File: src/rtl/fifo_pkg.sv
// Shared types and constants for the FIFO controller and its read engine.
package fifo_pkg;

    localparam int FIFO_ADDRESSWIDTH = 5;
    localparam int DEPTH             = 1 << FIFO_ADDRESSWIDTH;

    typedef logic [FIFO_ADDRESSWIDTH:0] count_t;

    typedef enum logic [1:0] {
        RD_IDLE     = 2'd0,
        RD_READ     = 2'd1,
        RD_WAIT_ACK = 2'd2
    } rd_state_t;

endpackage

File: src/rtl/fifo_stall_timer.sv
// Counts consecutive stalled read cycles and flags the cycle the limit is reached.
module fifo_stall_timer
    import fifo_pkg::*;
#(
    parameter int TIMEOUT_CYCLES = 64
) (
    input  logic clk,
    input  logic rst,
    input  logic stall,
    output logic expired
);

    localparam int CW = $clog2(TIMEOUT_CYCLES + 1);
    localparam logic [CW-1:0] LAST_STALL = CW'(TIMEOUT_CYCLES - 1);
    localparam logic [CW-1:0] ONE        = {{(CW-1){1'b0}}, 1'b1};
    localparam logic [CW-1:0] ZERO       = {CW{1'b0}};

    logic [CW-1:0] count_q, count_d;

    // The current cycle is stall number count_q+1.
    assign expired = stall && (count_q == LAST_STALL);

    // Next stall count: any non-stalled cycle breaks the run.
    always_comb begin
        count_d = count_q;
        if (!stall || expired) begin
            count_d = ZERO;
        end else begin
            count_d = count_q + ONE;
        end
    end

    // Stall count register.
    always_ff @(posedge clk) begin
        if (rst) begin
            count_q <= ZERO;
        end else begin
            count_q <= count_d;
        end
    end

endmodule

File: src/rtl/fifo_burst_reader.sv
// Burst read engine: turns "read N words" into rd strobes against the FIFO controller.
// Optional stall timeout enabled by defining FIFO_READER_TIMEOUT_EN.
module fifo_burst_reader
    import fifo_pkg::*;
#(
    parameter int ADDRESSWIDTH   = FIFO_ADDRESSWIDTH,
    parameter int TIMEOUT_CYCLES = 64
) (
    input  logic                  clk,
    input  logic                  rst,
    input  logic                  start,
    input  logic [ADDRESSWIDTH:0] burst_len,
    input  logic                  emp,
    input  logic                  rd_en,
    output logic                  rd,
    output logic                  busy,
    output logic                  done,
    output logic [ADDRESSWIDTH:0] ack_count,
    output logic                  err
);

    localparam logic [ADDRESSWIDTH:0] CNT_ZERO = {(ADDRESSWIDTH+1){1'b0}};

    rd_state_t             state_q, state_d;
    logic                  rd_q, rd_d;
    logic                  busy_q, busy_d;
    logic                  done_q, done_d;
    logic                  err_q, err_d;
    logic [ADDRESSWIDTH:0] len_q, len_d;
    logic [ADDRESSWIDTH:0] remaining_q, remaining_d;
    logic [ADDRESSWIDTH:0] ack_count_q, ack_count_d;

    logic                  accept;
    logic                  timeout;
    logic [ADDRESSWIDTH:0] remaining_after;
    logic [ADDRESSWIDTH:0] ack_total;

    // The controller only takes a word when it has one; rd during emp is a stall.
    assign accept          = rd_q && !emp;
    assign remaining_after = remaining_q - {{ADDRESSWIDTH{1'b0}}, accept};
    assign ack_total       = ack_count_q + {{ADDRESSWIDTH{1'b0}}, rd_en};

`ifdef FIFO_READER_TIMEOUT_EN
    logic stall;

    assign stall = (state_q == RD_READ) && rd_q && emp;

    fifo_stall_timer #(
        .TIMEOUT_CYCLES (TIMEOUT_CYCLES)
    ) u_stall_timer (
        .clk     (clk),
        .rst     (rst),
        .stall   (stall),
        .expired (timeout)
    );
`else
    assign timeout = 1'b0;
`endif

    // Next-state and next-output logic for the burst FSM and its counters.
    always_comb begin
        state_d     = state_q;
        rd_d        = rd_q;
        busy_d      = busy_q;
        done_d      = 1'b0;
        err_d       = 1'b0;
        len_d       = len_q;
        remaining_d = remaining_q;
        ack_count_d = ack_count_q;

        case (state_q)
            RD_IDLE: begin
                rd_d   = 1'b0;
                busy_d = 1'b0;
                if (start) begin
                    ack_count_d = CNT_ZERO;
                    if (burst_len != CNT_ZERO) begin
                        state_d     = RD_READ;
                        len_d       = burst_len;
                        remaining_d = burst_len;
                        busy_d      = 1'b1;
                        rd_d        = 1'b1;
                    end else begin
                        done_d = 1'b1;
                    end
                end else begin
                    state_d = RD_IDLE;
                end
            end

            RD_READ: begin
                ack_count_d = ack_total;
                remaining_d = remaining_after;
                rd_d        = (remaining_after != CNT_ZERO);
                if (timeout) begin
                    state_d     = RD_IDLE;
                    rd_d        = 1'b0;
                    busy_d      = 1'b0;
                    err_d       = 1'b1;
                    remaining_d = CNT_ZERO;
                end else if (remaining_after == CNT_ZERO) begin
                    state_d = RD_WAIT_ACK;
                end else begin
                    state_d = RD_READ;
                end
            end

            RD_WAIT_ACK: begin
                rd_d        = 1'b0;
                ack_count_d = ack_total;
                if (ack_total == len_q) begin
                    state_d = RD_IDLE;
                    done_d  = 1'b1;
                    busy_d  = 1'b0;
                end else begin
                    state_d = RD_WAIT_ACK;
                end
            end

            default: begin
                state_d = RD_IDLE;
                rd_d    = 1'b0;
                busy_d  = 1'b0;
            end
        endcase
    end

    // State, output and counter registers.
    always_ff @(posedge clk) begin
        if (rst) begin
            state_q     <= RD_IDLE;
            rd_q        <= 1'b0;
            busy_q      <= 1'b0;
            done_q      <= 1'b0;
            err_q       <= 1'b0;
            len_q       <= CNT_ZERO;
            remaining_q <= CNT_ZERO;
            ack_count_q <= CNT_ZERO;
        end else begin
            state_q     <= state_d;
            rd_q        <= rd_d;
            busy_q      <= busy_d;
            done_q      <= done_d;
            err_q       <= err_d;
            len_q       <= len_d;
            remaining_q <= remaining_d;
            ack_count_q <= ack_count_d;
        end
    end

    assign rd        = rd_q;
    assign busy      = busy_q;
    assign done      = done_q;
    assign err       = err_q;
    assign ack_count = ack_count_q;

endmodule
File: config.mk
export PLATFORM = sky130hd
export DESIGN_NAME = fifo_burst_reader
export DESIGN_NICKNAME = d
export VERILOG_FILES = /design/src/rtl/fifo_pkg.sv /design/src/rtl/fifo_stall_timer.sv /design/src/rtl/fifo_burst_reader.sv
export SDC_FILE = /design/constraint.sdc
export NUM_CORES = 1
export LEC_CHECK = 0
export CORE_MARGIN = 2
export CORE_UTILIZATION = 58
export DETAILED_ROUTE_END_ITERATION = 12
export PLACE_DENSITY = 0.84
export SETUP_SLACK_MARGIN = 0.5
export SKIP_CTS_REPAIR_TIMING = 1
export SYNTH_ARGS = -nofsm -noshare
export SYNTH_HDL_FRONTEND = slang
export SYNTH_SLANG_ARGS = --single-unit
File: constraint.sdc
create_clock -name clk -period 3.5 [get_ports clk]
set_input_delay 1.05 -clock clk [delete_from_list [all_inputs] [get_ports clk]]
set_output_delay 1.05 -clock clk [all_outputs]
set_load 0.02 [all_outputs]
# After elaboration in Yosys (flattened, before gate mapping)

Cells that the tools add are included.

Add/sub/neg operators: 2
Equal/unequal tests: 7
Mux-type cells: 19
Bitwise operators: 1
Reductions and logical operators: 13

Operators by type and width:

| operator                                                         | count |
|---|---|
| 6-bit case mux with 2 select lines                               | 2 |
| 6-bit 2-to-1 mux                                                 | 3 |
| 6-bit nonzero test                                               | 2 |
| 2-bit 2-to-1 mux                                                 | 4 |
| 6-bit by 1-bit adder with 6-bit output                           | 1 |
| 6-bit == test                                                    | 1 |
| 6-bit zero test                                                  | 1 |
| 1-bit 2-to-1 mux                                                 | 6 |
| 2-bit inequality test (second input constant)                    | 3 |
| 2-bit case mux with 3 select lines                               | 1 |
| 3-bit AND reduction                                              | 2 |
| 6-bit by 1-bit subtractor with 6-bit output                      | 1 |
| 1-bit case mux with 2 select lines                               | 2 |
| 2-bit AND reduction                                              | 2 |
| 2-bit nonzero test                                               | 2 |
| 3-bit inequality test (second input constant)                    | 1 |
| 1-bit case mux with 3 select lines                               | 1 |
| 2-bit by 1-bit == test with 1-bit output (second input constant) | 1 |
| 2-bit == test (second input constant)                            | 1 |
| 2-bit zero test                                                  | 1 |
| 2-bit OR reduction                                               | 1 |
| 1-bit logical AND                                                | 1 |
| 1-bit zero test                                                  | 1 |
| 1-bit NOT                                                        | 1 |

Register bits: 23
Bits of input ports: 11
Output and inout bits: 10
Word-level logic and storage cells: 49

# Depth between registers and ports, before layout

Gate-level depths: netlist (run 1).

Depth in word-level cells: 6
Depth in mapped cells: 8
Mapped depth without buffers: 8

# Least setup slack after synthesis (run 1)

OpenSTA, ideal clock, no wires.

Kind: input to register
Start point: input port burst_len[4]
End point: register remaining_q[0]
Library setup time: 0.132 ns
Arrival: 2.529 ns
Data required time: 3.368 ns
Slack: 0.839 ns
Stages: 7
Buffers on the path: 2
Cells stage by stage: or4_4 > o311a_1 > buf_6 > or2_1 > buf_6 > o211ai_1 > a21oi_1

Word-level cells in the longest chain between the ends: 3

RTL lines:

| item                                   | RTL line                 | text |
|---|---|---|
| start: declaration                     | fifo_burst_reader.sv:12  | `input logic [ADDRESSWIDTH:0] burst_len,` |
| 6-bit nonzero test                     | fifo_burst_reader.sv:77  | `if (burst_len != CNT_ZERO) begin` |
| 2-bit inequality test (no source line) | --                       |  |
| 3-bit AND reduction (no source line)   | --                       |  |
| end signal: assignment                 | fifo_burst_reader.sv:146 | `remaining_q <= remaining_d;` |
| end: declaration                       | fifo_burst_reader.sv:30  | `logic [ADDRESSWIDTH:0] remaining_q, remaining_d;` |

No other way between the ends.
A chain may end at the register's enable or synchronous reset.

# Final worst setup path (run 1)

Ends and elaborated chain as after synthesis.

==> results of run 1 <==
[critical path, stage by stage]
cell	delay, ns
sky130_fd_sc_hd__clkdlybuf4s50_1	0.45
sky130_fd_sc_hd__or4_4	0.57
sky130_fd_sc_hd__o311a_1	0.42
sky130_fd_sc_hd__or2_1	0.35
sky130_fd_sc_hd__o211ai_1	0.13
sky130_fd_sc_hd__a21oi_1	0.09
[sequential cells by signal (all words and copies together), names as in the netlist]
register,cells
ack_count,6
len_q,6
remaining_q,6
state_q,2
busy,1
done,1
rd,1
[through the flow]
stage | setup WS [ns] | instances | utilization
after floorplan | 0.839 | 188 | -
after global placement | 0.381 | 227 | 0.682
after detailed placement | 0.324 | 227 | 0.682
after CTS | 0.691 | 231 | 0.693
after global routing | 0.593 | 231 | 0.693
final | 0.664 | 231 | 0.693
[worst max-delay path by stage]
| stage | cells after the start | slack, ns | end | start |
|---|---|---|---|---|
| after floorplan | 7 | 0.84 | remaining_q[0] | burst_len[4] |
| after global placement | 6 | 0.38 | remaining_q[5] | burst_len[4] |
| after detailed placement | 6 | 0.32 | remaining_q[0] | burst_len[4] |
| after CTS | 6 | 0.69 | remaining_q[0] | burst_len[4] |
| after global routing | 6 | 0.59 | remaining_q[1] | burst_len[4] |
| final | 6 | 0.66 | remaining_q[0] | burst_len[4] |
[power by group through the flow]
| stage | Sequential (mW) | Combinational (mW) | Clock, mW |
|---|---|---|---|
| final | 0.307 | 0.243 | 0.131 |
| after global routing | 0.311 | 0.268 | 0.143 |
| after CTS | 0.307 | 0.239 | 0.137 |
| after detailed placement | 0.313 | 0.238 | 0 |
| after global placement | 0.311 | 0.229 | 0 |
| after floorplan | 0.312 | 0.178 | 0 |
[placed cells by master (no fill, tap or decap), types with 2 or more instances in the layout]
master / netlist / layout
sky130_fd_sc_hd__ha_1: 8 / 8
sky130_fd_sc_hd__or3_1: 3 / 3
sky130_fd_sc_hd__xnor2_1: 7 / 7
sky130_fd_sc_hd__and2_1: 2 / 2
sky130_fd_sc_hd__o21ai_1: 6 / 6
sky130_fd_sc_hd__nor4_1: 3 / 3
sky130_fd_sc_hd__clkdlybuf4s50_1: 0 / 19
sky130_fd_sc_hd__inv_1: 8 / 8
sky130_fd_sc_hd__nor2b_1: 10 / 10
sky130_fd_sc_hd__a21oi_1: 18 / 18
sky130_fd_sc_hd__nand3_1: 4 / 4
sky130_fd_sc_hd__nand3b_1: 2 / 2
sky130_fd_sc_hd__clkbuf_4: 0 / 3
sky130_fd_sc_hd__nor2_1: 10 / 10
sky130_fd_sc_hd__a32oi_1: 3 / 3
sky130_fd_sc_hd__dfxtp_1: 23 / 23
sky130_fd_sc_hd__buf_4: 1 / 3
sky130_fd_sc_hd__o31a_1: 2 / 2
sky130_fd_sc_hd__mux2_2: 2 / 2
sky130_fd_sc_hd__nand2_1: 26 / 26
sky130_fd_sc_hd__a31oi_1: 3 / 3
sky130_fd_sc_hd__o211ai_1: 4 / 4
sky130_fd_sc_hd__nor3_1: 4 / 4
sky130_fd_sc_hd__o21ai_0: 4 / 4
sky130_fd_sc_hd__xor2_1: 3 / 3
sky130_fd_sc_hd__and3_1: 2 / 2
[area by class of cell]
class	count	area, µm²
flip-flops and latches	23	460
repair buffers	22	213
fillers	203	747
inverters	8	30.0
clock inverters	1	5.00
clock buffers	3	22.5
multi-input cells	144	917
well taps	30	37.5
[logic make-up after synthesis]
group,synth area share
flip-flops,0.312
XOR/XNOR,0.0594
other,0.00254
AO/OA/AOI/OAI,0.210
AND/OR/NAND/NOR,0.260
buffers and inverters,0.0662
adder cells (fa/ha/maj),0.0679
multiplexers,0.0221
[metal layers]
metal  GRT usage  share of wire  vias to the layer above
met5           0              0                        -
met4      0.0958          0.023                        0
met3      0.0383          0.046                        9
met2       0.398           0.47                       50
met1       0.355           0.46                      636
li1            -              -                      681
==> reports/summary.md, run 1 <==
• placed inst area: 1660 µm²
• area of all placed cells without fillers: 1690 µm²
• number of synthesized flops with an enable pin: 0
• largest cells by area after synthesis: sky130_fd_sc_hd__dfxtp_1, sky130_fd_sc_hd__ha_1, sky130_fd_sc_hd__nand2_1
• deepest clock path buffer count: 2
• depth of the CTS H-tree: 1
• flip-flop and latch count after synthesis: 23
• proportion of netlist area held by the largest area contributor: 0.312
• overall power of the completed layout: 682 µW
• TritonCTS clock tree: done
• cell with the most instances after synthesis: sky130_fd_sc_hd__nand2_1
• via count of the first global-routing pass: 1227
• share of total power in the clock network: 0.193
• ys async rst share: 0
• core area: 2430 µm²
• number of buffers created by CTS: 3
• startpoint of the most critical register-to-register path: ack_count[0]
• first-pass iteration count of the detailed router: 4
• overall fraction of global-route tracks in use: 0.255
• cell accounting for the most synthesized area: sky130_fd_sc_hd__dfxtp_1
• total number of placement rows: 18
• source-to-sink clock delay at the later pin of the worst-skew pair: 0.33 ns
• power per cell area: 405 nW/µm²
• Final nets: 221
• setup_tns: 0 ns
• worst-case register-to-register setup slack: 1.50 ns
• switching portion of total power: 0.364
• Clk pin slew, worst setup/hold paths: 0.14 ns
• hold slack: 0.485 ns
• commonest cells in the netlist: sky130_fd_sc_hd__nand2_1, sky130_fd_sc_hd__dfxtp_1, sky130_fd_sc_hd__a21oi_1
• run status: finished, final reports clean
• Post-Synthesis Cells: 188
• vias after detailed routing: 1376
• Slew Limit Headroom: 0.547
• Port-buffer cells: 19
• share of power burned in registers: 0.450
• Horiz. Die Dim: 54.4 µm
• endpoints failing setup: 0
• Vert. Die Dim: 54.4 µm
• area enclosed by the die boundary: 2960 µm²
• required time of the critical path: 3.72 ns
• number of antenna violations at the first check in global routing: 0
• global route total overflow: 0
• total of warnings raised by yosys: 0
• synthesized area: 1480 µm²
• Lkg Pwr: 0.625 nW
• initial core utilization: 0.606
• Synth-to-Final Area Change: 14.2%
• Critical Path End Type: register
• HPWL after detailed placement: 2470 µm
• critical path type: input pin to register
• source of the worst hold timing path: len_q[5]
• highest net fanout along the worst path: 9
• proportion of layout cells with a drive suffix above 1: 0.0746
• final estimated routing congestion in global placement: 0.817
• unrepaired setup endpoints after global routing: false
• max-slew violation total from the final report: 0
• slew at the pin with the worst max-slew slack: 0.680 ns
• clock tree root driver cell: sky130_fd_sc_hd__clkbuf_4
• hold-critical path depth: 2
• hold violation total from the final report: 0
• Clock Skews: 0.00575 ns
• final critical-path share of the clock period: 0.810
• Worst setup SP type: input pin
• worst flop-to-flop path endpoint: busy
• drt wl/cell: 14.4 µm
• pin count of the biggest net entering global routing: 25
• first-pass GRT wire length: 5530 µm
• Internal Dissipation: 434 µW
• post-route minimum period: 2.84 ns
• main flop type after synthesis: sky130_fd_sc_hd__dfxtp_1
• # DRC: 0
• path depth of the worst reg2reg path: 7
• top achievable clock speed: 0.353 GHz
• final WL: 3320 µm
• Distinct cells, synth: 44
• end point of the most critical hold path: len_q[5]
• combinational fraction of design power: 0.357
• net count after synthesis: 207
• share of synthesized area occupied by flip-flops and latches: 0.312
• first-iteration detailed-routing DRC count: 52
• Antenna Cells: 0
• max capacitance violation total: 0
• net switching power: 248 µW
• maximum resistive drop on vdd: 0.278 mV
• number of I/O pins: 21
• mean instance size in the synthesized netlist: 7.85 µm²
• number of routed nets with antenna violations: 0
• worst min-delay path class: register to register
• Clock Sinks: 23
• via density per instance: 5.96
• data arrival time of the critical path: 3.06 ns
No activity file was read; power rests on OpenSTA's default activity.
==> inputs of run 2 (changes only) <==
--- a/config.mk
+++ b/config.mk
@@ -6,9 +6,9 @@
 export NUM_CORES = 1
 export LEC_CHECK = 0
 export CORE_MARGIN = 2
-export CORE_UTILIZATION = 58
+export CORE_UTILIZATION = 54
 export DETAILED_ROUTE_END_ITERATION = 12
-export PLACE_DENSITY = 0.84
+export PLACE_DENSITY = 0.79
 export SETUP_SLACK_MARGIN = 0.5
 export SKIP_CTS_REPAIR_TIMING = 1
 export SYNTH_ARGS = -nofsm -noshare
==> constraint.sdc (replaced) <==
create_clock -name clk -period 2.7 [get_ports clk]
set_input_delay 0.81 -clock clk [delete_from_list [all_inputs] [get_ports clk]]
set_output_delay 0.81 -clock clk [all_outputs]
set_load 0.02 [all_outputs]
==> run 2 against run 1 <==
Global-route usage shrank 2.2 points. Clock power grew 26%. Sequential share of layout area shrank 3.4 points. Routed wire length grew 9.4%. Via count grew 7.0%. Final area grew 15%. Critical path depth grew 2. Hold slack lost 0.0035 ns. Sequential power grew 30%. Combinational power grew 54%. Count of clock-buffer cells in the layout is the same. Cell count grew 5.6%. Critical endpoint is now busy. Highest routed layer unchanged.
==> reports/summary.md, run 2 (same netlist as run 1, synthesis figures left out) <==
• leading cell types in the layout, fill and taps excluded: sky130_fd_sc_hd__nand2_1, sky130_fd_sc_hd__dfxtp_1, sky130_fd_sc_hd__a21oi_1
• Antenna Cells: 0, unchanged
• Slew Limit Headroom: 0.530, -0.0163
• highest net fanout along the worst path: 6, -3
• core area: 2520 µm², +3.7%
• Fill cells: 184, -9.4%
• number of antenna violations at the first check in global routing: 0, unchanged
• maximum resistive drop on vdd: 0.503 mV, +81%
• overall fraction of global-route tracks in use: 0.233, -0.0220
• Lkg Pwr: 0.870 nW, +39%
• unrepaired setup endpoints after global routing: true
• deepest clock path buffer count: 2, unchanged
• global route total overflow: 0, unchanged
• proportion of layout cells with a drive suffix above 1: 0.201, +0.126
• Critical Path End Type: register
• non-filler instance count after layout: 244, +5.6%
• data arrival time of the critical path: 2.41 ns, -0.65 ns
• worst min-delay path class: register to register
• first-pass GRT wire length: 5950 µm, +7.6%
• # DRC: 0, unchanged
• power per cell area: 486 nW/µm², +20%
• number of buffers created by CTS: 3, unchanged
• pin count of the biggest net entering global routing: 25, unchanged
• run status: finished, final reports clean
• top achievable clock speed: 0.453 GHz
• Vert. Die Dim: 56.3 µm, +3.4%
• via density per instance: 6.03, +1.3%
• number of I/O pins: 21, unchanged
• initial core utilization: 0.585, -0.0217
• TritonCTS clock tree: done
• Port-buffer cells: 19, unchanged
• endpoints failing setup: 0, unchanged
• critical path type: input pin to register
• source-to-sink clock delay at the later pin of the worst-skew pair: 0.32 ns, about the same
• Clock Skews: 0.00183 ns, -0.00392 ns
• vias after detailed routing: 1472, +7.0%
• post-route minimum period: 2.21 ns
• total number of placement rows: 18, unchanged
• hold violation total from the final report: 0, unchanged
• Worst setup SP type: input pin
• first-pass iteration count of the detailed router: 4, unchanged
• Synth-to-Final Area Change: 31.0%
• final estimated routing congestion in global placement: 0.781, -4.4%
• leading cell type in the layout, fill and taps excluded: sky130_fd_sc_hd__nand2_1
• drt wl/cell: 14.9 µm, +3.6%
• final WL: 3630 µm, +9.4%
• slew at the pin with the worst max-slew slack: 0.704 ns, +0.0245 ns
• Clk pin slew, worst setup/hold paths: 0.13 ns, about the same
• required time of the critical path: 2.91 ns, -0.81 ns
• max-slew violation total from the final report: 0, unchanged
• via count of the first global-routing pass: 1384, +13%
• clock tree root driver cell: sky130_fd_sc_hd__clkbuf_4
• final critical-path share of the clock period: 0.817
• placed cell count: 238, +4.8%
• number of routed nets with antenna violations: 0, unchanged
• Final nets: 234, +5.9%
• first-iteration detailed-routing DRC count: 42, -19%
• depth of the CTS H-tree: 1, unchanged
• Clock Sinks: 23, unchanged
• HPWL after detailed placement: 2620 µm, +6.0%
• overall power of the completed layout: 940 µW, +38%
• max capacitance violation total: 0, unchanged
• area enclosed by the die boundary: 3170 µm², +6.9%
• Horiz. Die Dim: 56.3 µm, +3.4%
## run 2: path summary, 6_finish.rpt
path                 from              to  slack, ns  cells past startpoint
max          burst_len[0]            busy       0.49                      8
min              len_q[0]        len_q[0]       0.48                      2
max reg2reg    state_q[1]  remaining_q[1]       0.80                      6
min reg2reg      len_q[0]        len_q[0]       0.48                      2
## run 2: report_power, final
part / switching, mW / internal (mW)
combinational: 0.202 / 0.174
clock: 0.109 / 0.0555
sequential: 0.0296 / 0.370
## run 2: through the flow
| step | TNS [ns] | setup WS [ns] | instance area, µm² | util | hold slack (ns) |
|---|---|---|---|---|---|
| floorplan | 0 | 0.279 | 1490 | - | 0.432 |
| global placement | -0.413 | -0.118 | 1750 | 0.695 | 0.439 |
| detailed placement | -0.949 | -0.212 | 1750 | 0.695 | 0.467 |
| CTS | 0 | 0.154 | 1780 | 0.706 | 0.483 |
| global route | 0 | 0.437 | 1930 | 0.766 | 0.500 |
| finish | 0 | 0.493 | 1930 | 0.766 | 0.482 |
## run 2: cell type report
class | instances | area, µm² | share of cell area
timing repair buffer | 35 | 349 | 0.181
multi-input combinational | 144 | 1030 | 0.531
inverter | 8 | 30.0 | 0.0155
tap | 30 | 37.5 | 0.0194
sequential | 23 | 463 | 0.239
clock buffer | 3 | 22.5 | 0.0117
clock inverter | 1 | 5.00 | 0.00259
## run 2: layer usage
layer	wire length [µm]	part of all wire	track usage	up-vias
met3	166	0.046	0.0300	12
met1	1620	0.45	0.305	703
li1	-	-	-	710
met4	91	0.025	0.109	0
met2	1750	0.48	0.380	47
met5	0	0	0	-
## run 2: worst max-delay path: stages
cell,delay [ns]
sky130_fd_sc_hd__dlymetal6s2s_1,0.14
sky130_fd_sc_hd__or4_4,0.55
sky130_fd_sc_hd__buf_6,0.15
sky130_fd_sc_hd__o311ai_4,0.30
sky130_fd_sc_hd__buf_6,0.17
sky130_fd_sc_hd__nor3_1,0.05
sky130_fd_sc_hd__o211ai_1,0.14
sky130_fd_sc_hd__nand3_1,0.11
==> inputs of run 3 (changes only) <==
==> constraint.sdc (replaced) <==
create_clock -name clk -period 2.2 [get_ports clk]
set_input_delay 0.66 -clock clk [delete_from_list [all_inputs] [get_ports clk]]
set_output_delay 0.66 -clock clk [all_outputs]
set_load 0.02 [all_outputs]
==> run 3 against run 2 <==
Critical path depth is the same. Highest routed layer unchanged. Die area is the same. Count of clock-buffer cells in the layout is the same. Routed wire length grew 18%. Sequential share of layout area shrank 1.7 points. Core utilization grew 6.3 points. Largest cell class unchanged. Flip-flop and latch count is the same. Largest power group is now combinational cells.
==> reports/summary.md, run 3 (same netlist as run 1, synthesis figures left out) <==
• source of the worst hold timing path: remaining_q[1]
• CP cell instances: dlymetal6s2s_1 -> ha_4 -> ha_2 -> xnor2_1 -> nand2_1 -> or3_4 -> a221oi_2 -> nand3_1
• Antenna Cells: 0, unchanged
• number of routed nets with antenna violations: 0, unchanged
• power per cell area: 602 nW/µm², +24%
• max capacitance violation total: 0, unchanged
• worst-case register-to-register setup slack: 0.24 ns, -0.56 ns
• non-filler instance count after layout: 250, +2.5%
• least setup slack across all paths after layout: 0.129 ns, -0.365 ns
• top achievable clock speed: 0.483 GHz
• drt wl/cell: 17.2 µm, +16%
• Worst setup SP type: input pin
• Clock Sinks: 23, unchanged
• leading cell types in the layout, fill and taps excluded: sky130_fd_sc_hd__nand2_1, sky130_fd_sc_hd__dfxtp_1, sky130_fd_sc_hd__buf_4
• final estimated routing congestion in global placement: 0.892, +14%
• final WL: 4300 µm, +18%
• endpoints failing setup: 0, unchanged
• highest net fanout along the worst path: 2, -4
• deepest clock path buffer count: 2, unchanged
• final core utilization: 0.829, +0.0625
• vias after detailed routing: 1534, +4.2%
• TritonCTS clock tree: done
• HPWL after detailed placement: 2700 µm, +3.1%
• Port-buffer cells: 19, unchanged
• placed cell count: 244, +2.5%
• run status: finished, final reports clean
• proportion of layout cells with a drive suffix above 1: 0.341, +0.140
• core area: 2520 µm², unchanged
• worst stage delay on the critical path: 0.39 ns, -0.16 ns
• global route total overflow: 0, unchanged
• overall fraction of global-route tracks in use: 0.230, -0.00329
• depth of the CTS H-tree: 1, unchanged
• source-to-sink clock delay at the later pin of the worst-skew pair: 0.32 ns, about the same
• Critical Path End Type: register
• number of buffers created by CTS: 3, unchanged
• final critical-path share of the clock period: 0.942
• initial core utilization: 0.585, unchanged
• post-route minimum period: 2.07 ns
• critical path type: input pin to register
• maximum resistive drop on vdd: 0.499 mV, -0.73%
• hold violation total from the final report: 0, unchanged
• Clock Skews: 0.00697 ns, +0.00514 ns
• first-pass iteration count of the detailed router: 4, unchanged
• clock tree root driver cell: sky130_fd_sc_hd__clkbuf_4
• Setup crit start: rd_en
• via count of the first global-routing pass: 1356, -2.0%
• data arrival time of the critical path: 2.29 ns, -0.12 ns
• Horiz. Die Dim: 56.3 µm, unchanged
• unrepaired setup endpoints after global routing: true
• cell family with most CP delay: simple AND/OR/NAND/NOR gates
• pin count of the biggest net entering global routing: 25, unchanged
• Lkg Pwr: 0.975 nW, +12%
• worst slack at placement: -0.512 ns, -0.300 ns
• Vert. Die Dim: 56.3 µm, unchanged
• Clk pin slew, worst setup/hold paths: 0.15 ns, +0.02 ns
• via density per instance: 6.14, +1.7%
• first-iteration detailed-routing DRC count: 59, +40%
• startpoint of the most critical register-to-register path: ack_count[0]
• slowest stage cell, crit path: sky130_fd_sc_hd__or3_4
• total number of placement rows: 18, unchanged
• overall power of the completed layout: 1.26 mW, +34%
• first-pass GRT wire length: 5890 µm, -1.2%
• max-slew violation total from the final report: 0, unchanged
• area enclosed by the die boundary: 3170 µm², unchanged
• required time of the critical path: 2.42 ns, -0.49 ns
• worst min-delay path class: register to register
• CP Buf/Inv Count: 1, -2
• # DRC: 0, unchanged
• hold slack: 0.490 ns, +0.00877 ns
• Synth-to-Final Area Change: 41.7%
• number of I/O pins: 21, unchanged
• Final nets: 240, +2.6%
• number of antenna violations at the first check in global routing: 0, unchanged
-- run 3: changes by cell type in the layout (fill, tap and decap cells not counted), moves of 3 or more --
cell                              previous run  this run
sky130_fd_sc_hd__a21oi_1                    18         8
sky130_fd_sc_hd__a21oi_2                     0        10
sky130_fd_sc_hd__buf_4                      13        17
sky130_fd_sc_hd__buf_6                       3         6
sky130_fd_sc_hd__clkdlybuf4s50_1             8         3
sky130_fd_sc_hd__nand2_1                    26        20
sky130_fd_sc_hd__nand2_2                     0         3
sky130_fd_sc_hd__nand2_4                     0         3
sky130_fd_sc_hd__o21ai_1                     8         5
sky130_fd_sc_hd__o21ai_2                     0         3
-- run 3: path summary, 6_finish.rpt --
path	end	cells past startpoint
worst max-delay path	busy	8
worst min-delay path	remaining_q[1]	2
worst max register to register	busy	7
worst min register to register	remaining_q[1]	2
-- run 3: per-layer routing --
layer  track usage  vias to the layer above  wire length, µm
met5             0                        -                0
met3        0.0230                       20              267
met2         0.388                       77             2100
met1         0.310                      716             1760
met4        0.0680                        0              168
li1              -                      721                -
-- run 3: final cells by class --
type                            instances  area (µm²)
Multi-Input combinational cell        144        1130
Sequential cell                        23         464
Fill cell                             147         432
Timing Repair Buffer                   41         405
Tap cell                               30        37.5
Inverter                                8        30.0
Clock buffer                            3        22.5
Clock inverter                          1        5.00
-- run 3: power breakdown --
group | switching, mW | total [mW] | internal, mW | leakage [nW]
combinational | 0.294 | 0.547 | 0.253 | 0.767
clock | 0.146 | 0.214 | 0.0682 | 0.0177
sequential | 0.0423 | 0.497 | 0.455 | 0.190
total | 0.482 | 1.26 | 0.776 | 0.975
-- run 3: stage by stage --
stage	setup TNS (ns)	area, µm²
after floorplan	-0.252	1520
after global placement	-6.12	1840
after detailed placement	-6.92	1840
after CTS	-1.14	1860
after global routing	0	2090
final	0	2090
-- run 3: worst register-to-register path: cells and delay by family (launching register included) --
kind	cells	cell delay [ns]
xor+xnor	1	0.11
compound gates	1	0.26
simple gates	3	0.61
flops	1	0.37
fa+ha+maj	2	0.50
